<file path="config.mk">
export PLATFORM = sky130hd
export DESIGN_NAME = disp_sched_flat
export DESIGN_NICKNAME = d
export VERILOG_FILES = /design/src/rtl/disp_sched_if.sv /design/src/rtl/disp_sched.sv /design/src/flat_wrapper.sv
export SDC_FILE = /design/constraint.sdc
export NUM_CORES = 1
export LEC_CHECK = 0
export BUFFER_PORTS_ARGS = -buffer_cell sky130_fd_sc_hd__buf_2
export CORE_ASPECT_RATIO = 1.75
export CORE_UTILIZATION = 45
export CTS_CLUSTER_DIAMETER = 120
export DETAILED_ROUTE_END_ITERATION = 8
export GPL_ROUTABILITY_DRIVEN = 1
export GPL_TIMING_DRIVEN = 0
export MAX_ROUTING_LAYER = met4
export PLACE_DENSITY = 0.7
export SYNTH_ARGS = -nofsm -noshare
export SYNTH_HDL_FRONTEND = slang
export SYNTH_SLANG_ARGS = --single-unit
</file>
<file path="constraint.sdc">
create_clock -name clk -period 8.9 [get_ports clk]
set_clock_uncertainty 0.05 [all_clocks]
set_input_delay 1.335 -clock clk [delete_from_list [all_inputs] [get_ports clk]]
set_output_delay 1.335 -clock clk [all_outputs]
set_load 0.01 [all_outputs]
</file>
<file path="src/rtl/disp_sched_if.sv">
`default_nettype none
// ============================================================================
// Module   : disp_sched_if
// Brief    : Requester and display-side signals of the display transfer scheduler.
// Revision : 1.0 - initial release
// ============================================================================
interface disp_sched_if;
    logic        req0;
    logic        req1;
    logic [31:0] hexs0;
    logic [31:0] hexs1;
    logic [7:0]  point0;
    logic [7:0]  point1;
    logic [7:0]  les0;
    logic [7:0]  les1;
    logic        text0;
    logic        text1;
    logic        ack0;
    logic        ack1;
    logic        Start;
    logic [31:0] Hexs;
    logic [7:0]  point;
    logic [7:0]  LES;
    logic        Text;
    logic        flash;
    logic        busy;

    modport master (
        output req0, req1, hexs0, hexs1, point0, point1, les0, les1, text0, text1,
        input  ack0, ack1, Start, Hexs, point, LES, Text, flash, busy
    );

    modport slave (
        input  req0, req1, hexs0, hexs1, point0, point1, les0, les1, text0, text1,
        output ack0, ack1, Start, Hexs, point, LES, Text, flash, busy
    );
endinterface
`default_nettype wire

</file>
<file path="src/rtl/disp_sched.sv">
`default_nettype none
// ============================================================================
// Module   : disp_sched
// Brief    : Round-robin display transfer scheduler with periodic refresh.
//            Optional blink generator enabled by macro DISP_SCHED_BLINK_EN.
// Revision : 1.0 - initial release
// ============================================================================
module disp_sched #(
    parameter int REFRESH_DIV = 50000,
    parameter int XFER_CYCLES = 136,
    parameter int BLINK_DIV   = 25000000,
    parameter int CNT_W       = 32
) (
    input  wire logic   clk,
    input  wire logic   rst,
    disp_sched_if.slave bus
);

    typedef enum logic [1:0] {
        S_IDLE = 2'd0,
        S_LOAD = 2'd1,
        S_XFER = 2'd2
    } state_t;

    localparam logic [CNT_W-1:0] c_cnt_one   = CNT_W'(1);
    localparam logic [CNT_W-1:0] c_xfer_last = CNT_W'(XFER_CYCLES - 1);

    state_t           r_state;
    logic [CNT_W-1:0] r_xfer_cnt;
    logic             r_last_gnt;
    logic             r_refresh_pend;
    logic             w_refresh_tick;
    logic             w_blink_tick;
    logic             w_req_any;
    logic             w_gnt1;
    logic             w_enter_load;

    assign w_req_any    = bus.req0 | bus.req1;
    // On a tie the requester not granted last wins.
    assign w_gnt1       = bus.req1 & (~bus.req0 | ~r_last_gnt);
    assign w_enter_load = (r_state == S_IDLE) & (w_req_any | r_refresh_pend);

    generate
        if (REFRESH_DIV > 0) begin : g_refresh
            localparam logic [CNT_W-1:0] c_refresh_last = CNT_W'(REFRESH_DIV - 1);
            logic [CNT_W-1:0] r_refresh_cnt;

            always_ff @(posedge clk or negedge rst) begin
                if (!rst) begin
                    r_refresh_cnt <= '0;
                end else if (r_refresh_cnt == '0) begin
                    r_refresh_cnt <= c_refresh_last;
                end else begin
                    r_refresh_cnt <= r_refresh_cnt - c_cnt_one;
                end
            end

            assign w_refresh_tick = (r_refresh_cnt == '0);
        end else begin : g_no_refresh
            assign w_refresh_tick = 1'b0;
        end
    endgenerate

`ifdef DISP_SCHED_BLINK_EN
    localparam logic [CNT_W-1:0] c_blink_last = CNT_W'(BLINK_DIV - 1);
    logic [CNT_W-1:0] r_blink_cnt;
    logic             r_flash;

    always_ff @(posedge clk or negedge rst) begin
        if (!rst) begin
            r_blink_cnt <= '0;
            r_flash     <= 1'b0;
        end else if (r_blink_cnt == c_blink_last) begin
            r_blink_cnt <= '0;
            r_flash     <= ~r_flash;
        end else begin
            r_blink_cnt <= r_blink_cnt + c_cnt_one;
        end
    end

    assign w_blink_tick = (r_blink_cnt == c_blink_last);
    assign bus.flash    = r_flash;
`else
    logic w_unused_blink;
    assign w_unused_blink = |BLINK_DIV;
    assign w_blink_tick   = 1'b0;
    assign bus.flash      = 1'b0;
`endif

    always_ff @(posedge clk or negedge rst) begin
        if (!rst) begin
            r_state        <= S_IDLE;
            r_xfer_cnt     <= '0;
            r_last_gnt     <= 1'b1;
            r_refresh_pend <= 1'b0;
            bus.ack0       <= 1'b0;
            bus.ack1       <= 1'b0;
            bus.Start      <= 1'b0;
            bus.busy       <= 1'b0;
            bus.Hexs       <= '0;
            bus.point      <= '0;
            bus.LES        <= '0;
            bus.Text       <= 1'b0;
        end else begin
            // Entering LOAD consumes the pending refresh, even one ticking this cycle.
            if (w_enter_load) begin
                r_refresh_pend <= 1'b0;
            end else if (w_refresh_tick | w_blink_tick) begin
                r_refresh_pend <= 1'b1;
            end

            case (r_state)
                S_IDLE: begin
                    if (w_req_any) begin
                        r_state    <= S_LOAD;
                        r_last_gnt <= w_gnt1;
                        bus.ack0   <= ~w_gnt1;
                        bus.ack1   <= w_gnt1;
                        bus.Start  <= 1'b1;
                        bus.busy   <= 1'b1;
                        bus.Hexs   <= w_gnt1 ? bus.hexs1  : bus.hexs0;
                        bus.point  <= w_gnt1 ? bus.point1 : bus.point0;
                        bus.LES    <= w_gnt1 ? bus.les1   : bus.les0;
                        bus.Text   <= w_gnt1 ? bus.text1  : bus.text0;
                    end else if (r_refresh_pend) begin
                        r_state   <= S_LOAD;
                        bus.Start <= 1'b1;
                        bus.busy  <= 1'b1;
                    end
                end
                S_LOAD: begin
                    r_state    <= S_XFER;
                    r_xfer_cnt <= c_xfer_last;
                    bus.Start  <= 1'b0;
                    bus.ack0   <= 1'b0;
                    bus.ack1   <= 1'b0;
                end
                S_XFER: begin
                    if (r_xfer_cnt == '0) begin
                        r_state  <= S_IDLE;
                        bus.busy <= 1'b0;
                    end else begin
                        r_xfer_cnt <= r_xfer_cnt - c_cnt_one;
                    end
                end
                default: begin
                    r_state   <= S_IDLE;
                    bus.Start <= 1'b0;
                    bus.ack0  <= 1'b0;
                    bus.ack1  <= 1'b0;
                    bus.busy  <= 1'b0;
                end
            endcase
        end
    end

endmodule
`default_nettype wire
</file>
<file path="src/flat_wrapper.sv">
// flat-port wrapper written by rule: the top's interface ports become plain ports
module disp_sched_flat 
#(
    parameter int REFRESH_DIV = 50000,
    parameter int XFER_CYCLES = 136,
    parameter int BLINK_DIV   = 25000000,
    parameter int CNT_W       = 32
)
  (clk, rst, bus_req0, bus_req1, bus_hexs0, bus_hexs1, bus_point0, bus_point1, bus_les0, bus_les1, bus_text0, bus_text1, bus_ack0, bus_ack1, bus_Start, bus_Hexs, bus_point, bus_LES, bus_Text, bus_flash, bus_busy);
  disp_sched_if bus_i ();
  input  wire logic clk;
  input  wire logic rst;
  input wire logic [$bits(bus_i.req0)-1:0] bus_req0;
  input wire logic [$bits(bus_i.req1)-1:0] bus_req1;
  input wire logic [$bits(bus_i.hexs0)-1:0] bus_hexs0;
  input wire logic [$bits(bus_i.hexs1)-1:0] bus_hexs1;
  input wire logic [$bits(bus_i.point0)-1:0] bus_point0;
  input wire logic [$bits(bus_i.point1)-1:0] bus_point1;
  input wire logic [$bits(bus_i.les0)-1:0] bus_les0;
  input wire logic [$bits(bus_i.les1)-1:0] bus_les1;
  input wire logic [$bits(bus_i.text0)-1:0] bus_text0;
  input wire logic [$bits(bus_i.text1)-1:0] bus_text1;
  output wire logic [$bits(bus_i.ack0)-1:0] bus_ack0;
  output wire logic [$bits(bus_i.ack1)-1:0] bus_ack1;
  output wire logic [$bits(bus_i.Start)-1:0] bus_Start;
  output wire logic [$bits(bus_i.Hexs)-1:0] bus_Hexs;
  output wire logic [$bits(bus_i.point)-1:0] bus_point;
  output wire logic [$bits(bus_i.LES)-1:0] bus_LES;
  output wire logic [$bits(bus_i.Text)-1:0] bus_Text;
  output wire logic [$bits(bus_i.flash)-1:0] bus_flash;
  output wire logic [$bits(bus_i.busy)-1:0] bus_busy;
  assign bus_i.req0 = bus_req0;
  assign bus_i.req1 = bus_req1;
  assign bus_i.hexs0 = bus_hexs0;
  assign bus_i.hexs1 = bus_hexs1;
  assign bus_i.point0 = bus_point0;
  assign bus_i.point1 = bus_point1;
  assign bus_i.les0 = bus_les0;
  assign bus_i.les1 = bus_les1;
  assign bus_i.text0 = bus_text0;
  assign bus_i.text1 = bus_text1;
  assign bus_ack0 = bus_i.ack0;
  assign bus_ack1 = bus_i.ack1;
  assign bus_Start = bus_i.Start;
  assign bus_Hexs = bus_i.Hexs;
  assign bus_point = bus_i.point;
  assign bus_LES = bus_i.LES;
  assign bus_Text = bus_i.Text;
  assign bus_flash = bus_i.flash;
  assign bus_busy = bus_i.busy;
  disp_sched #(.REFRESH_DIV(REFRESH_DIV), .XFER_CYCLES(XFER_CYCLES), .BLINK_DIV(BLINK_DIV), .CNT_W(CNT_W)) u_core (.clk(clk), .rst(rst), .bus(bus_i));
endmodule
</file>
==> flow_metrics.tcl, run 1 <==
set metrics [dict create \
    drt-initial-drc-count 267 \
    grt_start_max_net_pins 96 \
    number_of_instances_resized_during_post_cts_repair 0 \
    met2WireLength_mm 8.27 \
    dieHeight_um 153 \
    post_route_cells_drive_above_1_share 0.261 \
    final-hold-violation-count 0 \
    drt-wirelength-per-cell_um 16.2 \
    route.vias.total 5128 \
    yosysSeqAreaShare 0.515 \
    grt_pass1_vias 5421 \
    hold-path-cell-count 1 \
    initial_utilization 0.466 \
    start_kind "input pin" \
    worst_pin_slew_ns 0.803 \
    final_util 0.592 \
    num-nets-final 873 \
    ratio_of_total_power_to_cell_area_nw_per_um2 183 \
    rsz0062_at_grt "false" \
    placement.io_buffers 154 \
    net_count_after_synthesis 699 \
    avgSynthCellArea_um2 9.89 \
    detailedRoute.firstPassIterationCount 4 \
    syn_inst 595 \
    ctsRootBufferMaster "sky130_fd_sc_hd__clkbuf_16" \
    status "finished clean" \
    crit_path_frequent_cell "sky130_fd_sc_hd__buf_1" \
    insertedDiodeCount 0 \
    dp_hpwl_mm 11.3 \
    tritoncts "yes" \
    syn_area_um2 5880 \
    rows 54 \
    async_reset_ff_frac 1.00 \
    cp_data_required_time_ns 9.13 \
    floorplan.die_area_um2 13600 \
    power.switching_fraction 0.235 \
    met3WireLength_um 503 \
    synth-seq-cells 121 \
    area_growth_syn_to_layout_pct 27.1 \
    cell_internal_pwr_w 0.00105 \
    critPathSlowestCell "sky130_fd_sc_hd__buf_1" \
    p_leak_nw 3.69 \
    report.final.setup_viol 0 \
    highest_cell_delay_on_the_worst_timing_path_ns 0.59 \
    gp_routability_congestion 0.851 \
    drt-total-wl_mm 15.3 \
    timing.critical_path.to_type "flip-flop" \
    io_pins 156 \
    synth_warnings 0 \
    ant_nets 0 \
    ys_dominant_reg_cell "sky130_fd_sc_hd__dfrtp_1" \
    synth_cell_types 51 \
    tritoncts_num_sinks 121 \
    maxSlewViolCount 0 \
    setup_tns_ns 0 \
    post_cts_buffers 0 \
    floorplan.core_area_um2 12600 \
    holdBufCountCts 0 \
    critPathMaxFanout 10 \
    synth_largest_area_cell "sky130_fd_sc_hd__dfrtp_1" \
    highest_attainable_clock_frequency_mhz 309 \
    clk_pin_slew_ns 0.06 \
    routedLengthMet1_mm 6.05 \
    residual_overflow_from_global_routing 0 \
    period_minus_slack_ns 3.24 \
    routed_via_density 5.40 \
    clockPowerShare 0.488 \
    top_routing_layer_in_use "met4" \
    post-route-period-util 0.364 \
    switching_power_w 0.000322 \
    worst-r2r-cell-count 8 \
    maximum_clock_insertion_buffer_count 2 \
    synth_top_cell_area_share 0.510 \
    clock_tree.htree_level_count 4 \
    antenna_found_initial 0 \
    power.combinational.fraction 0.087 \
    headroom_to_the_max_slew_limit 0.464 \
    ir_drop_mv 0.140 \
    synth_edf_count 0 \
    synth.area.top_cells "sky130_fd_sc_hd__dfrtp_1 (51%), sky130_fd_sc_hd__mux2i_1 (12%), sky130_fd_sc_hd__nor2_1 (6.4%), sky130_fd_sc_hd__a21oi_1 (4.8%), sky130_fd_sc_hd__xnor2_1 (2.8%)" \
    path_class "in -> reg" \
    power.sequential.fraction 0.425 \
    final.fill_count 1074 \
    drc 0 \
    maxCapViolations 0 \
    insertion_delay_ns 0.41 \
    timing.hold.worst.class "reg -> reg" \
    cp_cell_instances "buf_2 > a21boi_1 > buf_1 > buf_1 > mux2i_1 > a21oi_1" \
    signal_arrival_time_at_the_worst_endpoint_ns 3.46 \
    dieWidth_um 88.4 \
    grt_first_pass_wirelength_mm 25.4 \
    gr-usage-all-layers 0.247 \
    cts_made_buffers 17 \
]
## layer usage
metal / vias up / global-route usage
met3: 39 / 0.0562
met1: 2486 / 0.271
met2: 141 / 0.419
met5: - / -
li1: 2462 / -
met4: 0 / 0.108
## state kept, by name, summed over array words and instances, names as in the netlist
| register | count |
|---|---|
| u_core.bus.busy | 1 |
| u_core.bus.Text | 1 |
| u_core.bus.LES | 8 |
| u_core.bus.ack1 | 1 |
| u_core.bus.ack0 | 1 |
| u_core.r_state | 2 |
| u_core.r_refresh_pend | 1 |
| u_core.bus.Hexs | 32 |
| u_core.bus.Start | 1 |
| u_core.r_xfer_cnt | 32 |
| u_core.r_last_gnt | 1 |
| u_core.bus.point | 8 |
| u_core.g_refresh.r_refresh_cnt | 32 |
## cells in the final DEF, fill, tap and decap left out, drive strengths merged, types with 3 or more instances in the layout
cell	instances
o31ai	6
or3	14
nor2	100
nor4b	4
or2	3
a21oi	57
clkbuf	43
clkinvlp	3
buf	165
o21ai	10
or4	13
dfrtp	120
xor2	5
nor4	16
o211ai	6
nand4	5
nor3	19
xnor2	19
nand2b	3
nand3	11
inv	8
mux2i	68
a31oi	3
nand2	39
clkinv	7
## metrics by stage
step                hold WS [ns]  worst slack, ns  instance area, um2  cells  total power, W
finish                     0.421             5.66                7480    949         0.00137
global route               0.445             5.55                7480    949         0.00142
CTS                        0.426             5.66                7480    949         0.00138
detailed placement         0.414             5.23                6900    918        0.000713
global placement           0.404             4.95                6860    917        0.000707
floorplan                  0.388             5.90                5880    595        0.000643
## critical path: cells and delay by family
family | cells | cell delay (ns)
multiplexers | 1 | 0.33
AO/OA/AOI/OAI | 2 | 0.49
buffers and inverters | 3 | 1.30
## power groups by stage
stage                     Combinational [W]  Sequential (W)  Clock, W
final                              0.000119        0.000583  0.000669
after global routing               0.000131        0.000586  0.000705
after CTS                          0.000121        0.000583  0.000678
after detailed placement           0.000120        0.000593         0
after global placement             0.000115        0.000592         0
after floorplan                   0.0000401        0.000603         0
## area by class of cell
class / count / area, um2 / share of cell area
Buffer: 34 / 143 / 0.0191
Clock buffer: 19 / 453 / 0.0606
Clock inverter: 12 / 125 / 0.0167
Inverter: 8 / 30.0 / 0.00402
Multi-Input combinational cell: 432 / 2680 / 0.359
Sequential cell: 121 / 3030 / 0.405
Tap cell: 168 / 210 / 0.0281
Timing Repair Buffer: 155 / 805 / 0.108
## path summary, 6_finish.rpt
kind	start	end	slack (ns)
max	bus_req1	u_core.bus.LES[4]	5.66
min	u_core.bus.Start	u_core.bus.Start	0.42
max reg2reg	u_core.g_refresh.r_refresh_cnt[0]	u_core.g_refresh.r_refresh_cnt[30]	5.77
min reg2reg	u_core.bus.Start	u_core.bus.Start	0.42
max in group asynchronous	rst	u_core.r_xfer_cnt[21]	7.32
min in group asynchronous	rst	u_core.r_xfer_cnt[6]	0.74
## Yosys cell counts (all sizes together), types with 2 or more instances
cell    count
dfrtp     120
nor2      100
mux2i      68
a21oi      57
nand2      39
clkbuf     24
nor3       19
xnor2      19
nor4       16
or3        14
or4        13
nand3      11
buf        10
o21ai      10
inv         7
o211ai      6
o31ai       6
nand4       5
xor2        5
nor4b       4
a31oi       3
nand2b      3
or2         3
and2        2
ha          2
mux2        2
nand3b      2
o311a       2
o311ai      2
o31a        2
o41ai       2
or3b        2
or4b        2
## cell families (layout without fill, tap and decap cells)
| logic type | count (synthesis) | after routing | synth area share |
|---|---|---|---|
| simple gates | 238 | 238 | 0.197 |
| flops | 121 | 121 | 0.515 |
| xor+xnor | 24 | 24 | 0.0357 |
| mux | 70 | 70 | 0.120 |
| fa+ha+maj | 2 | 2 | 0.00425 |
| compound gates | 97 | 97 | 0.0985 |
| buf+inv | 42 | 228 | 0.0293 |
| other cells | 1 | 1 | 0.000637 |
No activity file was read; power rests on OpenSTA's default activity.
==> run 2, diff against run 1 <==
--- a/config.mk
+++ b/config.mk
@@ -13,7 +13,7 @@
 export GPL_ROUTABILITY_DRIVEN = 1
 export GPL_TIMING_DRIVEN = 0
 export MAX_ROUTING_LAYER = met4
-export PLACE_DENSITY = 0.7
+export PLACE_DENSITY = 0.73
 export SYNTH_ARGS = -nofsm -noshare
 export SYNTH_HDL_FRONTEND = slang
 export SYNTH_SLANG_ARGS = --single-unit
==> constraint.sdc (replaced) <==
create_clock -name clk -period 2.7 [get_ports clk]
set_clock_uncertainty 0.05 [all_clocks]
set_input_delay 0.405 -clock clk [delete_from_list [all_inputs] [get_ports clk]]
set_output_delay 0.405 -clock clk [all_outputs]
set_load 0.01 [all_outputs]
==> run 2 against run 1 <==
  * Worst hold slack got worse by 0.23 ns
  * Die area did not move
  * Sequential power rose to 3.3 times the previous value
  * Combinational power rose to 3.3 times the previous value
  * Wire length rose by 3.2%
  * Non-clock buffer count rose by 13
  * Largest cell class unchanged
  * Highest routed layer unchanged
==> flow_metrics.tcl, run 2 (same netlist as run 1, synthesis figures left out) <==
set metrics [dict create \
    dieWidth_um 88.4 \
    gp_routability_congestion 0.805 \
    drc 0 \
    final.fill_count 1057 \
    insertedDiodeCount 0 \
    tritoncts_num_sinks 121 \
    timing.critical_path.to_type "flip-flop" \
    routedLengthMet1_mm 6.02 \
    rsz0062_at_grt "true" \
    timing.critical_path.buf_inv 0 \
    initial_utilization 0.466 \
    gr-usage-all-layers 0.250 \
    detailedRoute.firstPassIterationCount 4 \
    status "finished clean" \
    routed_via_density 5.48 \
    floorplan.core_area_um2 12600 \
    signal_arrival_time_at_the_worst_endpoint_ns 2.91 \
    ctsRootBufferMaster "sky130_fd_sc_hd__clkbuf_16" \
    stdcell_area_um2 7740 \
    dp_worst_setup_slack_ns -0.383 \
    post_detailed_placement_cell_area_um2 6950 \
    start_kind "flip-flop" \
    layout.cells.most_common "sky130_fd_sc_hd__buf_2" \
    route.vias.total 5276 \
    tritoncts "yes" \
    critPathSlowestCell "sky130_fd_sc_hd__or4_4" \
    crit_family "simple AND/OR/NAND/NOR gates" \
    floorplan.die_area_um2 13600 \
    met3WireLength_um 509 \
    grt_pass1_vias 5548 \
    finalPower_w 0.00465 \
    top_routing_layer_in_use "met4" \
    placement.io_buffers 154 \
    path_class "reg -> reg" \
    grt_start_max_net_pins 65 \
    post-route-period-util 0.987 \
    layout.cells.most_common_list "sky130_fd_sc_hd__buf_2 (154), sky130_fd_sc_hd__dfrtp_1 (120), sky130_fd_sc_hd__nor2_1 (99), sky130_fd_sc_hd__mux2i_1 (68), sky130_fd_sc_hd__a21oi_1 (57)" \
    clock_tree.htree_level_count 4 \
    largest_registers "u_core.bus.Hexs x32, u_core.g_refresh.r_refresh_cnt x32, u_core.r_xfer_cnt x32" \
    area_growth_syn_to_layout_pct 31.6 \
    period_minus_slack_ns 2.66 \
    drt-initial-drc-count 301 \
    maxSlewViolCount 0 \
    highest_attainable_clock_frequency_mhz 375 \
    io_pins 156 \
    dp_hpwl_mm 11.0 \
    post_route_cells_drive_above_1_share 0.301 \
    crit_path_frequent_cell "sky130_fd_sc_hd__or4_4" \
    residual_overflow_from_global_routing 0 \
    cp_cell_instances "or4_4 > or4_4 > or4_4 > nor4b_4 > a221o_1" \
    timing.hold.worst.class "in -> reg" \
    ratio_of_total_power_to_cell_area_nw_per_um2 600 \
    ant_nets 0 \
    drt-wirelength-per-cell_um 16.4 \
    drt-total-wl_mm 15.8 \
    maxCapViolations 0 \
    cp_data_required_time_ns 2.95 \
    final-hold-violation-count 0 \
    report.final.setup_viol 0 \
    postLayoutSetupSlackWorst_ns 0.0354 \
    ir_drop_mv 0.435 \
    critPathMaxFanout 8 \
    worst_pin_slew_ns 0.709 \
    rows 54 \
    grt_first_pass_wirelength_mm 25.6 \
    headroom_to_the_max_slew_limit 0.527 \
    met2WireLength_mm 8.74 \
    maximum_clock_insertion_buffer_count 2 \
    dieHeight_um 153 \
    num-nets-final 886 \
    insertion_delay_ns 0.42 \
    antenna_found_initial 0 \
    highest_cell_delay_on_the_worst_timing_path_ns 0.55 \
    clk_pin_slew_ns 0.06 \
    p_leak_nw 3.82 \
    cts_made_buffers 17 \
]
==> run 2: changes by cell type in the layout (fill, tap and decap cells not counted), sizes merged <==
cell         change
clkbuf           -3
buf             +14
dlygate4sd3      +1
clkinv           -1
inv              +1
bufinv           +1
==> run 2: repair_timing <==
item,in CTS,in global routing
cloned,0,0
endpoints found under the setup margin,39,61
hold endpoints to repair,56,0
gates resized for setup,13,11
pin swaps,1,5
setup buffers,10,7
hold buffers,1,0
==> run 2: final timing paths <==
| check | start | to | slack [ns] | depth (start not counted) |
|---|---|---|---|---|
| max | u_core.r_xfer_cnt[12] | u_core.r_xfer_cnt[11] | 0.04 | 5 |
| min reg2reg | u_core.bus.Start | u_core.bus.Start | 0.43 | 1 |
| max in group asynchronous | rst | u_core.bus.Hexs[28] | 1.41 | 3 |
| min in group asynchronous | rst | u_core.r_xfer_cnt[29] | 0.48 | 2 |
| min | bus_req0 | u_core.r_last_gnt | 0.19 | 2 |
| max reg2reg | u_core.r_xfer_cnt[12] | u_core.r_xfer_cnt[11] | 0.04 | 5 |
==> run 2: final cells by class <==
class	count	area (um2)	area share
clock buffers	18	439	0.0567
multi-input cells	432	2790	0.360
repair buffers	173	942	0.122
well taps	168	210	0.0271
flip-flops and latches	121	3030	0.391
plain buffers	29	138	0.0178
inverters	8	30.0	0.00388
clock inverters	13	170	0.0220
==> run 2: metal layers <==
metal | vias to the layer above | global-route usage
met5 | - | -
met4 | 0 | 0.121
met3 | 46 | 0.0529
met2 | 148 | 0.431
met1 | 2594 | 0.265
li1 | 2488 | -
==> run 2: metrics by stage <==
stage               TNS (ns)  hold WS, ns  cells  utilization
global placement      -43.29        0.405    917        0.548
finish                     0        0.189    962        0.613
CTS                   -0.508        0.174    958        0.608
global route         -0.0740        0.192    962        0.613
detailed placement     -9.75        0.361    918        0.550
floorplan            -0.0181       0.0594    595            -
==> run 2: power breakdown <==
part           internal [W]  switching, W  leakage, nW  total (W)
combinational      0.000179      0.000213         2.02   0.000392
clock               0.00148      0.000852        0.289    0.00233
sequential          0.00188     0.0000378         1.51    0.00192
total               0.00354       0.00110         3.82    0.00465
==> run 3, diff against run 2 <==
--- a/config.mk
+++ b/config.mk
@@ -6,14 +6,17 @@
 export NUM_CORES = 1
 export LEC_CHECK = 0
 export BUFFER_PORTS_ARGS = -buffer_cell sky130_fd_sc_hd__buf_2
+export CELL_PAD_IN_SITES_DETAIL_PLACEMENT = 1
+export CELL_PAD_IN_SITES_GLOBAL_PLACEMENT = 1
 export CORE_ASPECT_RATIO = 1.75
-export CORE_UTILIZATION = 45
+export CORE_UTILIZATION = 36
 export CTS_CLUSTER_DIAMETER = 120
 export DETAILED_ROUTE_END_ITERATION = 8
 export GPL_ROUTABILITY_DRIVEN = 1
 export GPL_TIMING_DRIVEN = 0
 export MAX_ROUTING_LAYER = met4
-export PLACE_DENSITY = 0.73
+export PLACE_DENSITY_LB_ADDON = 0.1
+export SETUP_SLACK_MARGIN = 0.2
 export SYNTH_ARGS = -nofsm -noshare
 export SYNTH_HDL_FRONTEND = slang
 export SYNTH_SLANG_ARGS = --single-unit
==> run 3 against run 2 <==
  * Design area increased by 8.0%
  * Final cell count rose by 3.5%
  * Setup slack lost 0.10 ns
  * Critical endpoint unchanged
  * The run now ends with setup timing left
  * Power increased by 3.0%
==> flow_metrics.tcl, run 3 (same netlist as run 1, synthesis figures left out) <==
set metrics [dict create \
    dp_hpwl_mm 13.7 \
    maximum_clock_insertion_buffer_count 2 \
    cp_data_required_time_ns 2.95 \
    power.sequential.fraction 0.402 \
    highest_attainable_clock_frequency_mhz 361 \
    critPathSlowestCell "sky130_fd_sc_hd__or4_4" \
    final.fill_count 1822 \
    initial_utilization 0.369 \
    total_area_of_multi_input_combinational_cells_um2 3120 \
    critPathMaxFanout 8 \
    path_class "reg -> reg" \
    largest_registers "u_core.bus.Hexs x32, u_core.g_refresh.r_refresh_cnt x32, u_core.r_xfer_cnt x32" \
    period_minus_slack_ns 2.77 \
    post_detailed_placement_cell_area_um2 7010 \
    timing.critical_path.to_type "flip-flop" \
    timing.hold.worst.class "in -> reg" \
    routed_via_density 5.35 \
    gr-usage-all-layers 0.235 \
    dieHeight_um 171 \
    clockPowerShare 0.513 \
    ir_drop_mv 0.316 \
    hold-path-cell-count 2 \
    violations_in_the_final_reports "setup timing" \
    r2r_setup_slack_ns -0.07 \
    top_routing_layer_in_use "met4" \
    num-nets-final 897 \
    insertion_delay_ns 0.41 \
    p_leak_nw 3.97 \
    cell_internal_pwr_w 0.00364 \
    stdcell_area_um2 8360 \
    area_growth_syn_to_layout_pct 42.2 \
    tritoncts_num_sinks 121 \
    antenna_found_initial 1 \
    grt_first_pass_wirelength_mm 29.7 \
    whs_ns 0.181 \
    ant_nets 0 \
    regToRegEndpoint "u_core.r_xfer_cnt[11]" \
    rsz0062_at_grt "true" \
    met2WireLength_mm 11.4 \
    clock_tree.htree_level_count 4 \
    final-hold-violation-count 0 \
    rr_startpoint "u_core.r_xfer_cnt[25]" \
    route.vias.total 5332 \
    postLayoutSetupSlackWorst_ns -0.0685 \
    maxCapViolations 0 \
    worst_hold_path.endpoint "u_core.r_last_gnt" \
    final_util 0.524 \
    cts_made_buffers 17 \
    dieWidth_um 98.6 \
    post_route_cells_drive_above_1_share 0.373 \
    regArea_um2 3030 \
    dpl.cell_count 939 \
    post-route-period-util 1.03 \
    layout.cells.most_common "sky130_fd_sc_hd__buf_2" \
    signal_arrival_time_at_the_worst_endpoint_ns 3.01 \
    layout.cells.most_common_list "sky130_fd_sc_hd__buf_2 (156), sky130_fd_sc_hd__dfrtp_1 (117), sky130_fd_sc_hd__nor2_1 (79), sky130_fd_sc_hd__mux2i_1 (68), sky130_fd_sc_hd__a21oi_1 (55)" \
    grt_start_max_net_pins 78 \
    crit_path_frequent_cell "sky130_fd_sc_hd__or4_4" \
    ratio_of_total_power_to_cell_area_nw_per_um2 572 \
    switching_power_w 0.00114 \
    routedLengthMet1_mm 6.77 \
    residual_overflow_from_global_routing 0 \
    drc 0 \
    report.final.setup_viol 9 \
    io_pins 156 \
    status "complete, but fails checks" \
    power.combinational.fraction 0.084 \
    detailedRoute.firstPassIterationCount 4 \
    met3WireLength_um 450 \
    clk_pin_slew_ns 0.06 \
    start_kind "flip-flop" \
    gp_routability_congestion 0.775 \
    ctsRootBufferMaster "sky130_fd_sc_hd__clkbuf_16" \
    tritoncts "yes" \
    placement.io_buffers 154 \
    instances_no_fill 996 \
    grt_pass1_vias 5911 \
    floorplan.core_area_um2 16000 \
    power.switching_fraction 0.239 \
    highest_cell_delay_on_the_worst_timing_path_ns 0.58 \
    drt-wirelength-per-cell_um 19.1 \
    rows 61 \
    dp_worst_setup_slack_ns -0.242 \
    worst-r2r-cell-count 7 \
    maxSlewViolCount 0 \
    headroom_to_the_max_slew_limit 0.477 \
    floorplan.die_area_um2 16900 \
    drt-total-wl_mm 19.1 \
    worst_pin_slew_ns 0.785 \
    cp_cell_instances "or4_4 > or3_1 > buf_2 > or4_4 > buf_8 > nor4b_4 > a221o_1" \
    hold_start "bus_req0" \
    drt-initial-drc-count 143 \
]
==> run 3: cell types whose count changed in the layout (fill, tap and decap cells not counted), sizes merged <==
cell,before,now
buf,179,190
bufinv,3,4
clkbuf,40,41
clkinv,6,4
clkinvlp,3,4
diode,0,1
==> run 3: worst max path at each step <==
| stage | from | to | cells past startpoint |
|---|---|---|---|
| 5_1_grt | u_core.r_xfer_cnt[25] | u_core.r_xfer_cnt[11] | 7 |
| 6_report | u_core.r_xfer_cnt[25] | u_core.r_xfer_cnt[11] | 7 |
| 3_3_place_gp | rst | u_core.bus.Hexs[26] | 1 |
| 2_1_floorplan | u_core.r_xfer_cnt[1] | u_core.r_xfer_cnt[11] | 9 |
| 3_5_place_dp | u_core.r_xfer_cnt[26] | u_core.r_xfer_cnt[6] | 8 |
| 4_1_cts | u_core.r_xfer_cnt[0] | u_core.r_xfer_cnt[11] | 9 |
==> run 3: layout make-up <==
cell class | count | area share
tap | 189 | 0.0283
antenna | 1 | 0.000299
timing repair buffer | 179 | 0.126
inverter | 8 | 0.00359
clock inverter | 13 | 0.0232
buffer | 34 | 0.0295
multi-input combinational | 432 | 0.374
clock buffer | 19 | 0.0530
sequential | 121 | 0.363
==> run 3: power by group through the flow <==
stage	Clock (W)	Combinational, W	Sequential (W)
2_1_floorplan	0	0.000132	0.00199
3_3_place_gp	0	0.000394	0.00195
3_5_place_dp	0	0.000410	0.00195
4_1_cts	0.00250	0.000412	0.00192
5_1_grt	0.00258	0.000444	0.00193
6_report	0.00246	0.000404	0.00192
==> run 3: worst max-delay path: cells and delay by family, from the launching register on <==
family                 cells  cell delay, ns
and+or+nand+nor            4            1.59
buffers and inverters      2            0.33
DFF                        1            0.39
AOI/OAI and AO/OA          1            0.30
==> run 3: timing repair <==
action | in CTS | in global routing
resized for setup | 41 | 82
gates cloned | 0 | 2
pin swaps | 10 | 28
setup buffers | 13 | 8
endpoints found under the setup margin | 80 | 76
hold buffers | 1 | 0
hold endpoints to repair | 43 | 0
==> run 3: through the flow <==
| step | setup TNS [ns] | power [W] |
|---|---|---|
| after global routing | -1.69 | 0.00496 |
| after floorplan | -0.0181 | 0.00212 |
| after CTS | -1.35 | 0.00484 |
| final | -0.271 | 0.00478 |
| after global placement | -51.63 | 0.00234 |
| after detailed placement | -4.61 | 0.00236 |
==> run 3: layer usage <==
metal / GRT usage / vias up
met3: 0.0384 / 32
met5: - / -
met4: 0.0934 / 0
met1: 0.233 / 2675
met2: 0.452 / 114
li1: - / 2511
